`config.mk`:
```
export PLATFORM = sky130hd
export DESIGN_NAME = pwm_output_stage
export DESIGN_NICKNAME = d
export VERILOG_FILES = /design/src/rtl/pwm_output_stage.sv
export SDC_FILE = /design/constraint.sdc
export NUM_CORES = 1
export LEC_CHECK = 0
export BUFFER_PORTS_ARGS = -buffer_cell sky130_fd_sc_hd__buf_4
export CAP_MARGIN = 20
export CORE_MARGIN = 4
export CORE_UTILIZATION = 50
export CTS_BUF_LIST = sky130_fd_sc_hd__clkbuf_2
export DETAILED_ROUTE_END_ITERATION = 8
export GPL_ROUTABILITY_DRIVEN = 0
export GPL_TIMING_DRIVEN = 0
export PLACE_DENSITY = 0.81
export SLEW_MARGIN = 20
export SYNTH_ARGS = -nofsm -noshare
export SYNTH_HDL_FRONTEND = slang
export SYNTH_SLANG_ARGS = --single-unit
```
`constraint.sdc`:
```
create_clock -name clk -period 4.45 [get_ports clk]
set_clock_uncertainty 0.15 [all_clocks]
set_input_delay 0.6675 -clock clk [delete_from_list [all_inputs] [get_ports clk]]
set_output_delay 0.6675 -clock clk [all_outputs]
set_load 0.05 [all_outputs]
```
`src/rtl/pwm_output_stage.sv`:
```
// pwm_output_stage: drives 16 chip outputs as forced-low, constant-high or a shared
// 8-bit PWM waveform whose duty is double-buffered to the period boundary.
module pwm_output_stage #(
  parameter int unsigned CLK_DIV = 13
) (
  input  logic        clk,
  input  logic        rst_n,
  input  logic [7:0]  en_reg_out_7_0,
  input  logic [7:0]  en_reg_out_15_8,
  input  logic [7:0]  en_reg_pwm_7_0,
  input  logic [7:0]  en_reg_pwm_15_8,
  input  logic [7:0]  pwm_duty_cycle,
  output logic [15:0] out,
  output logic        period_start
);

  localparam int unsigned PRE_W = (CLK_DIV > 1) ? $clog2(CLK_DIV) : 1;
  localparam logic [PRE_W-1:0] PRE_MAX = PRE_W'(CLK_DIV - 1);

  logic [PRE_W-1:0] pre_q, pre_d;
  logic [7:0]       cnt_q, cnt_d;
  logic [7:0]       duty_q, duty_d;
  logic [15:0]      out_q, out_d;
  logic             period_start_q, period_start_d;

  logic             tick_c;
  logic             period_end_c;
  logic             pwm_c;
  logic [15:0]      en_c;
  logic [15:0]      pwm_en_c;

  // Next-state: prescaler, period counter, duty shadow and per-bit output select
  always_comb begin
    tick_c         = (pre_q == PRE_MAX);
    period_end_c   = tick_c && (cnt_q == 8'hFF);
    pre_d          = tick_c ? '0 : pre_q + PRE_W'(1);
    cnt_d          = tick_c ? cnt_q + 8'd1 : cnt_q;
    duty_d         = period_end_c ? pwm_duty_cycle : duty_q;
    pwm_c          = (duty_q == 8'hFF) || (cnt_q < duty_q);
    en_c           = {en_reg_out_15_8, en_reg_out_7_0};
    pwm_en_c       = {en_reg_pwm_15_8, en_reg_pwm_7_0};
    out_d          = en_c & (~pwm_en_c | {16{pwm_c}});
    // Pulse lands on the cycle where cnt==0 and pre==0 after a wrap, never right after reset
    period_start_d = period_end_c;
  end

  // State registers with asynchronous active-low reset
  always_ff @(posedge clk or negedge rst_n) begin
    if (!rst_n) begin
      pre_q          <= '0;
      cnt_q          <= 8'h00;
      duty_q         <= 8'h00;
      out_q          <= 16'h0000;
      period_start_q <= 1'b0;
    end else begin
      pre_q          <= pre_d;
      cnt_q          <= cnt_d;
      duty_q         <= duty_d;
      out_q          <= out_d;
      period_start_q <= period_start_d;
    end
  end

  assign out          = out_q;
  assign period_start = period_start_q;

endmodule

```
-- After elaboration in Yosys (flattened, before gate mapping)
Index checks and enable logic that the tools add are counted.
- add/sub/neg operators: 2
- order comparisons: 1
- equal/unequal tests: 3
- mux-type cells: 1
- bitwise gates (word level): 3
- reductions and logical operators: 2
- operator list (cell ; count):
    AND 16 bit ; 1
    equality test 8 bit (second input constant) ; 2
    inverter 16 bit ; 1
    bitwise OR 16 bit ; 1
    adder 8 x 1 -> 8 bit (second input constant) ; 1
    < comparator 8 bit ; 1
    adder 4 x 1 -> 4 bit (second input constant) ; 1
    equality test 4 bit (second input constant) ; 1
    two-way mux 4 bit ; 1
    logical AND 1 bit ; 1
    logical OR 1 bit ; 1
- register bits after elaboration: 37
- input bits: 42
- word-level logic and storage cells: 17

-- Depth between registers and ports, before layout
Gate-level depths: netlist of run 1.
- depth after elaboration: 4
- mapped depth: 7
- depth with buffers taken out: 6

-- Least setup slack after synthesis of run 1
OpenSTA, ideal clock, no wires.
- kind: reg-to-reg
- from: reg cnt_q[6]
- to: reg out_q[10] (netlist: out[10])
- library setup time: 0.129 ns
- arrival time: 1.652 ns
- slack: 2.520 ns
- cell stages (with the launch flop): 7
- path buffers: 1
- period minus slack after synthesis: 1.930 ns
- cells stage by stage: dfrtp_1 -> ha_1 -> and4_1 -> o21ai_0 -> o32ai_2 -> clkbuf_2 -> a21boi_0
- longest elaborated chain between the ends: 4
- ends and longest elaborated chain (item ; RTL line ; RTL):
    start, declared ; 21 ; logic [7:0] cnt_q, cnt_d;
    start signal, assigned ; 57 ; cnt_q <= cnt_d;
    < comparator 8 bit ; 39 ; pwm_c = (duty_q == 8'hFF) || (cnt_q < duty_q);
    logical OR 1 bit ; 39 ;
    bitwise OR 16 bit ; 42 ; out_d = en_c & (~pwm_en_c | {16{pwm_c}});
    AND 16 bit ; 42 ;
    named net out_d[10] ; 23 ; logic [15:0] out_q, out_d;
    end signal, assigned ; 59 ; out_q <= out_d;
    end, declared ; 23 ;
The timed path passes the listed nets, and every way through them passes these cells.
A chain may end at the register's enable or synchronous reset.

-- Worst setup path after layout of run 1
Ends and elaborated chain as after synthesis.

==> results of run 1 <==
-- sequential cells by signal, summed over array words and instances (netlist names) --
register / cells
pre_q: 4
duty_q: 8
cnt_q: 8
out: 16
period_start: 1
-- area by class of cell --
class,instances,area share [%]
inverter,11,1.89
multi-input combinational,73,29.4
sequential,37,42.4
tap,44,2.52
clock buffer,5,1.15
buffer,2,0.745
timing repair buffer,58,20.0
clock inverter,3,1.89
-- per-layer routing --
metal	routed length (µm)	part of all wire [%]	GRT usage, %
met1	1180	37	20.6
met2	1520	47	29.6
met3	447	14	11.1
met4	75	2.3	9.33
met5	0	0	0
-- where the power goes --
part           switching [W]  leakage (nW)  internal [W]
Combinational      0.0000485         0.629     0.0000418
Clock               0.000113        0.0366     0.0000930
Sequential        0.00000522         0.441      0.000348
Total               0.000166          1.11      0.000482
-- synthesized netlist by cell type, drive strengths merged --
cell type	n	area [µm²]
ha	10	125
a41o	1	10.0
dfrtp	37	926
a21o	1	7.51
nand4	4	40.0
a2111oi	1	27.5
inv	11	41.3
o21a	1	7.51
and3	3	23.8
o32ai	1	16.3
buf	1	11.3
a21oi	2	10.0
xnor2	5	43.8
nand2b	1	13.8
and4	1	8.76
o21ai	2	10.0
nor2	6	22.5
clkbuf	1	5.00
o41ai	1	8.76
mux2	9	101
a21boi	16	120
xor2	3	26.3
nand2	5	18.8
-- worst register-to-register path, delay by kind of cell (launching register included) --
| kind | cells | cell delay [ps] |
|---|---|---|
| AND/OR/NAND/NOR | 1 | 180 |
| flip-flops | 1 | 490 |
| buffers and inverters | 1 | 290 |
| adder cells (fa/ha/maj) | 1 | 350 |
| AO/OA/AOI/OAI | 3 | 710 |
-- worst paths after layout --
check / end / cells after the start / slack (ps)
setup reg to reg: out[10] / 6 / 2190
min in group clk: out[9] / 2 / 270
hold / removal: pre_q[0] / 1 / 50
hold reg to reg: pre_q[3] / 1 / 340
setup / recovery: out[10] / 6 / 2190
max in group asynchronous: duty_q[4] / 1 / 3790
-- cells by family after synthesis --
family	synth area share, %
DFF	57.0
AOI/OAI and AO/OA	13.4
and+or+nand+nor	7.85
buffers and inverters	3.54
adders and majority gates	7.70
muxes	6.24
xor gates and xnor gates	4.31
-- metrics by stage --
step                      hold slack [ps]  instance area (µm²)  total power, W
after floorplan                       222                 1630        0.000400
after global placement                297                 2120        0.000448
after detailed placement              321                 2120        0.000451
after CTS                            41.1                 2180        0.000655
after global routing                 39.0                 2180        0.000678
final                                45.0                 2180        0.000649
==> results by group, run 1 <==
Placed design
  • Dpl ws: between 2000 and 2500 ps
  • Placed cells: about 230
  • IO buf count: between 50 and 60
  • Hpwl dp: roughly 2600 µm

Yosys
  • Yosys warnings: 0
  • Syn_nets: ~180
  • Synthesized netlist cell count: 123
  • Yosys cell types: 25
  • Flops & latches, synth: 37
  • Mapped cell area: ~1600 µm²
  • Sequential area share after synthesis: between 50% and 60%
  • Syn avg cell area: roughly 13 µm²

Critical path
  • Crit path cell chain: ha_1 > and4_1 > o21ai_0 > o32ai_2 > clkbuf_2 > a21boi_0
  • CP startpoint: cnt_q[6]
  • Crit. End Element: flop
  • Worst setup SP type: flop
  • WP data required: 4590 ps
  • CP max stage cell: dfrtp_1
  • Critical path peak fanout: 10
  • CP delay by family, top: compound AO/OA/AOI/OAI gates
  • Buf/Inv on CP: 1
  • Critical R2R Launch: cnt_q[6]
  • Setup CP Type: flop to flop
  • CP arrival: approximately 2400 ps
  • Largest stage delay on the critical path: between 400 and 500 ps

CTS
  • CTS root buffer: clkbuf_2
  • Max clock buf depth: 2
  • Post-CTS setup buffers: 0
  • Clock tree sinks: 37
  • TritonCTS buffer count: 5
  • Htree depth: 2
  • Clock-pin slew on the worst setup and hold paths: ~190 ps
  • Post-CTS Hold Fix Bufs: 0
  • Worst-Skew Late Latency: just under 400 ps
  • CTS resizes: 0
  • CTS tree: built

Final layout
  • Final core utilization: slightly above 70%
  • N_diodes: 0
  • Most frequent cells in the layout: 58 x buf_4, 37 x dfrtp_1, 16 x a21boi_0
  • Area occupied by multi-input gates: approximately 640 µm²
  • Fin nets: 240
  • Commonest non-fill, non-tap cell in the layout: buf_4
  • Non-filler instance count after layout: approximately 230
  • Synth-to-layout area growth: 34.3%
  • FF/Latch Area: approximately 900 µm²
  • Share of layout cells above drive strength 1: 42.9%
  • Filler cells: between 200 and 250

Timing
  • Pins Over Slew Limit: 0
  • Final setup violation count: 0
  • Setup TNS: 0 ps
  • Slew @ Worst Pin: 453 ps
  • Fmax: 0.443 GHz
  • Hold Vio Cnt, Final: 0
  • RSZ-0062 raised after global routing: no
  • Fin crit share: between 50% and 60%
  • Slew margin rel.: a little over two thirds
  • Final worst path period need: 2260 ps
  • Worst setup margin: between 2000 and 2500 ps

Job
  • Max cap viols: 0

Floorplanning
  • Die Footprint: ~4200 µm²
  • Die width: between 60 and 70 µm
  • Ports: just under 60
  • Rows: 20
  • Initial Util: a little over half
  • CORE AREA: a little over 3000 µm²
  • Die H: roughly 65 µm

Global route
  • Largest net degree at the start of global routing: 38
  • Remaining Overflow, GRT: 0
  • Vias in the first global route: 1361
  • Tot GR Track Use: a little under a fifth
  • Global-route wire length before repair: ~5900 µm
  • Antenna violations before repair: 0

Route
  • Avg Vias per Cell: 4.95
  • Detail Route Antenna Nets: 0
  • WL/cell: around 14 µm
  • Via count: 1154
  • DRT Pass-1 Iters: 4
  • Initial DRC count: 34
  • Drt drc: 0
  • Total wire length: 3230 µm

Pwr
  • Leak Pwr: 1.11 nW
  • Maximum vdd drop: around 0.22 mV
  • PD cells: ~300 nW/µm²

Hold path
  • Hold Path Class: primary input to async pin

Status
  • Outcome: finished, final reports clean
Power figures use the tool's default switching activity.
==> run 2, diff against run 1 <==
CORE_UTILIZATION = 46   (was 50)
PLACE_DENSITY = 0.78   (was 0.81)
clock period = 2 ns   (was 4.45 ns; I/O delays follow)
==> results by group, run 2 (synthesized netlist as in run 1, its figures left out) <==
Route
  • Via count: 1423 (+23%)
  • Drt drc: 0 (unchanged)
  • Total wire length: 4880 µm (+51%)
  • Detail Route Antenna Nets: 0 (unchanged)
  • DRT Pass-1 Iters: 4 (unchanged)
  • WL/cell: 17.1 µm (+24%)
  • Avg Vias per Cell: 4.99 (+0.81%)
  • Initial DRC count: 33 (-2.9%)

Pwr
  • Switch Pwr: 0.000393 W (+140%)
  • Post-layout power: 0.00153 W (+140%)
  • Leak Pwr: 1.33 nW (+20%)
  • Net Sw Frac: 25.7% (+0.029 points)
  • PD cells: 568 nW/µm² (+91%)
  • Logic pwr share: 18.6% (+4.7 points)
  • Maximum vdd drop: 0.489 mV (+120%)
  • Clock Power Share: 30.0% (-1.7 points)
  • Reg power frac: 51.4% (-3.0 points)
  • P_int: 0.00114 W (+140%)

CTS
  • Clock tree sinks: 37 (unchanged)
  • Clock-pin slew on the worst setup and hold paths: 200 ps (about the same)
  • CTS tree: built
  • Htree depth: 2 (unchanged)
  • CTS root buffer: clkbuf_2
  • Max clock buf depth: 2 (unchanged)
  • TritonCTS buffer count: 5 (unchanged)
  • Worst-Skew Late Latency: 390 ps (about the same)

Floorplanning
  • Ports: 59 (unchanged)
  • CORE AREA: 3360 µm² (+9.3%)
  • Die Footprint: 4550 µm² (+7.6%)
  • Initial Util: 48.3% (-4.5 points)
  • Rows: 21 (+5.0%)
  • Die H: 67.4 µm (+3.7%)
  • Die width: 67.4 µm (+3.7%)

Critical path
  • WP data required: 2160 ps (-2430 ps)
  • Setup CP Type: flop to flop
  • Worst setup SP type: flop
  • Crit. End Element: flop
  • Critical path peak fanout: 7 (-3)
  • CP arrival: 2100 ps (-300 ps)

Timing
  • Slew margin rel.: 68.9% (-0.88 points)
  • Final setup violation count: 0 (unchanged)
  • Slew @ Worst Pin: 466 ps (+13.3 ps)
  • Final worst path period need: 1940 ps (-319 ps)
  • Min Hold Slack: 207 ps (+162 ps)
  • Fin crit share: 97.0% (+46 points)
  • Worst setup margin: 59.3 ps (-2130 ps)
  • Fmax: 0.515 GHz (+16%)
  • Pins Over Slew Limit: 0 (unchanged)
  • Hold Vio Cnt, Final: 0 (unchanged)
  • RSZ-0062 raised after global routing: no
  • Setup TNS: 0 ps (unchanged)

Placed design
  • IO buf count: 58 (unchanged)
  • Hpwl dp: 2600 µm (about the same)
  • Total placed instance area: 2120 µm² (+0.12%)
  • Dpl ws: -234 ps (-2420 ps)

Final layout
  • Most frequent cells in the layout: 66 x buf_4, 41 x dlygate4sd3_1, 36 x dfrtp_1
  • Commonest non-fill, non-tap cell in the layout: buf_4
  • N_diodes: 0 (unchanged)
  • Max reg flops: 16 (unchanged)
  • Synth-to-layout area growth: 65.7%
  • Share of layout cells above drive strength 1: 38.9% (-3.9 points)
  • Design area: 2690 µm² (+23%)
  • Fin nets: 290 (+21%)

Global route
  • Tot GR Track Use: 24.0% (+4.9 points)
  • Antenna violations before repair: 0 (unchanged)
  • Global-route wire length before repair: 7620 µm (+29%)
  • Remaining Overflow, GRT: 0 (unchanged)
  • Largest net degree at the start of global routing: 38 (unchanged)
  • Vias in the first global route: 1612 (+18%)

Status
  • Outcome: finished, final reports clean

Job
  • Max cap viols: 0 (unchanged)

Hold path
  • Hold Path Class: primary input to async pin
## run 2: what timing repair did
item                                    CTS  global route
gates resized for setup                   4             6
hold buffers                             41             0
setup buffers                             6             1
pin swaps                                 2             2
endpoints found under the setup margin   24            24
hold endpoints to repair                 61             0
cloned                                    1             1
## run 2: worst max-delay path, stage by stage, from the launching register on
cell and delay [ps]:
dfrtp_1 440, inv_1 90, ha_1 170, and3_1 180, buf_6 120, and3_4 230
nand4_2 160, mux2_2 330
## run 2: per-stage QoR
step                util (%)  instances
floorplan                  -        123
global placement        63.0        227
detailed placement      63.0        227
CTS                     79.1        283
global route            80.1        285
finish                  80.1        285
## run 2: routing by layer
layer | vias up | routed length [µm] | GRT usage [%]
met5 | - | 0 | 0
met3 | 14 | 372 | 9.48
met4 | 0 | 138 | 10.9
met2 | 63 | 2590 | 43.2
met1 | 687 | 1780 | 24.1
li1 | 659 | - | -
## run 2: cell type report
| class | count | area (µm²) |
|---|---|---|
| Sequential cell | 37 | 927 |
| Timing Repair Buffer | 107 | 903 |
| Multi-Input combinational cell | 74 | 682 |
| Fill cell | 178 | 669 |
| Tap cell | 46 | 57.6 |
| Inverter | 11 | 41.3 |
| Clock inverter | 2 | 33.8 |
| Clock buffer | 6 | 30.0 |
| Buffer | 2 | 18.8 |
## run 2: power groups by stage
stage	clock network [W]	registers, W	logic, W
after floorplan	0	0.000858	0.0000324
after global placement	0	0.000798	0.000197
after detailed placement	0	0.000799	0.000203
after CTS	0.000462	0.000785	0.000271
after global routing	0.000496	0.000789	0.000301
final	0.000459	0.000787	0.000284
## run 2: path summary, 6_finish.rpt
kind | end | slack (ps) | cells after the start | startpoint
worst max-delay path | duty_q[2] | 60 | 7 | pre_q[1]
max in group asynchronous | cnt_q[7] | 1120 | 2 | rst_n
worst min register to register | pre_q[3] | 380 | 1 | pre_q[3]
worst max register to register | duty_q[2] | 60 | 7 | pre_q[1]
worst min-delay path | out[11] | 210 | 2 | rst_n
min in group clk | pre_q[3] | 380 | 1 | pre_q[3]
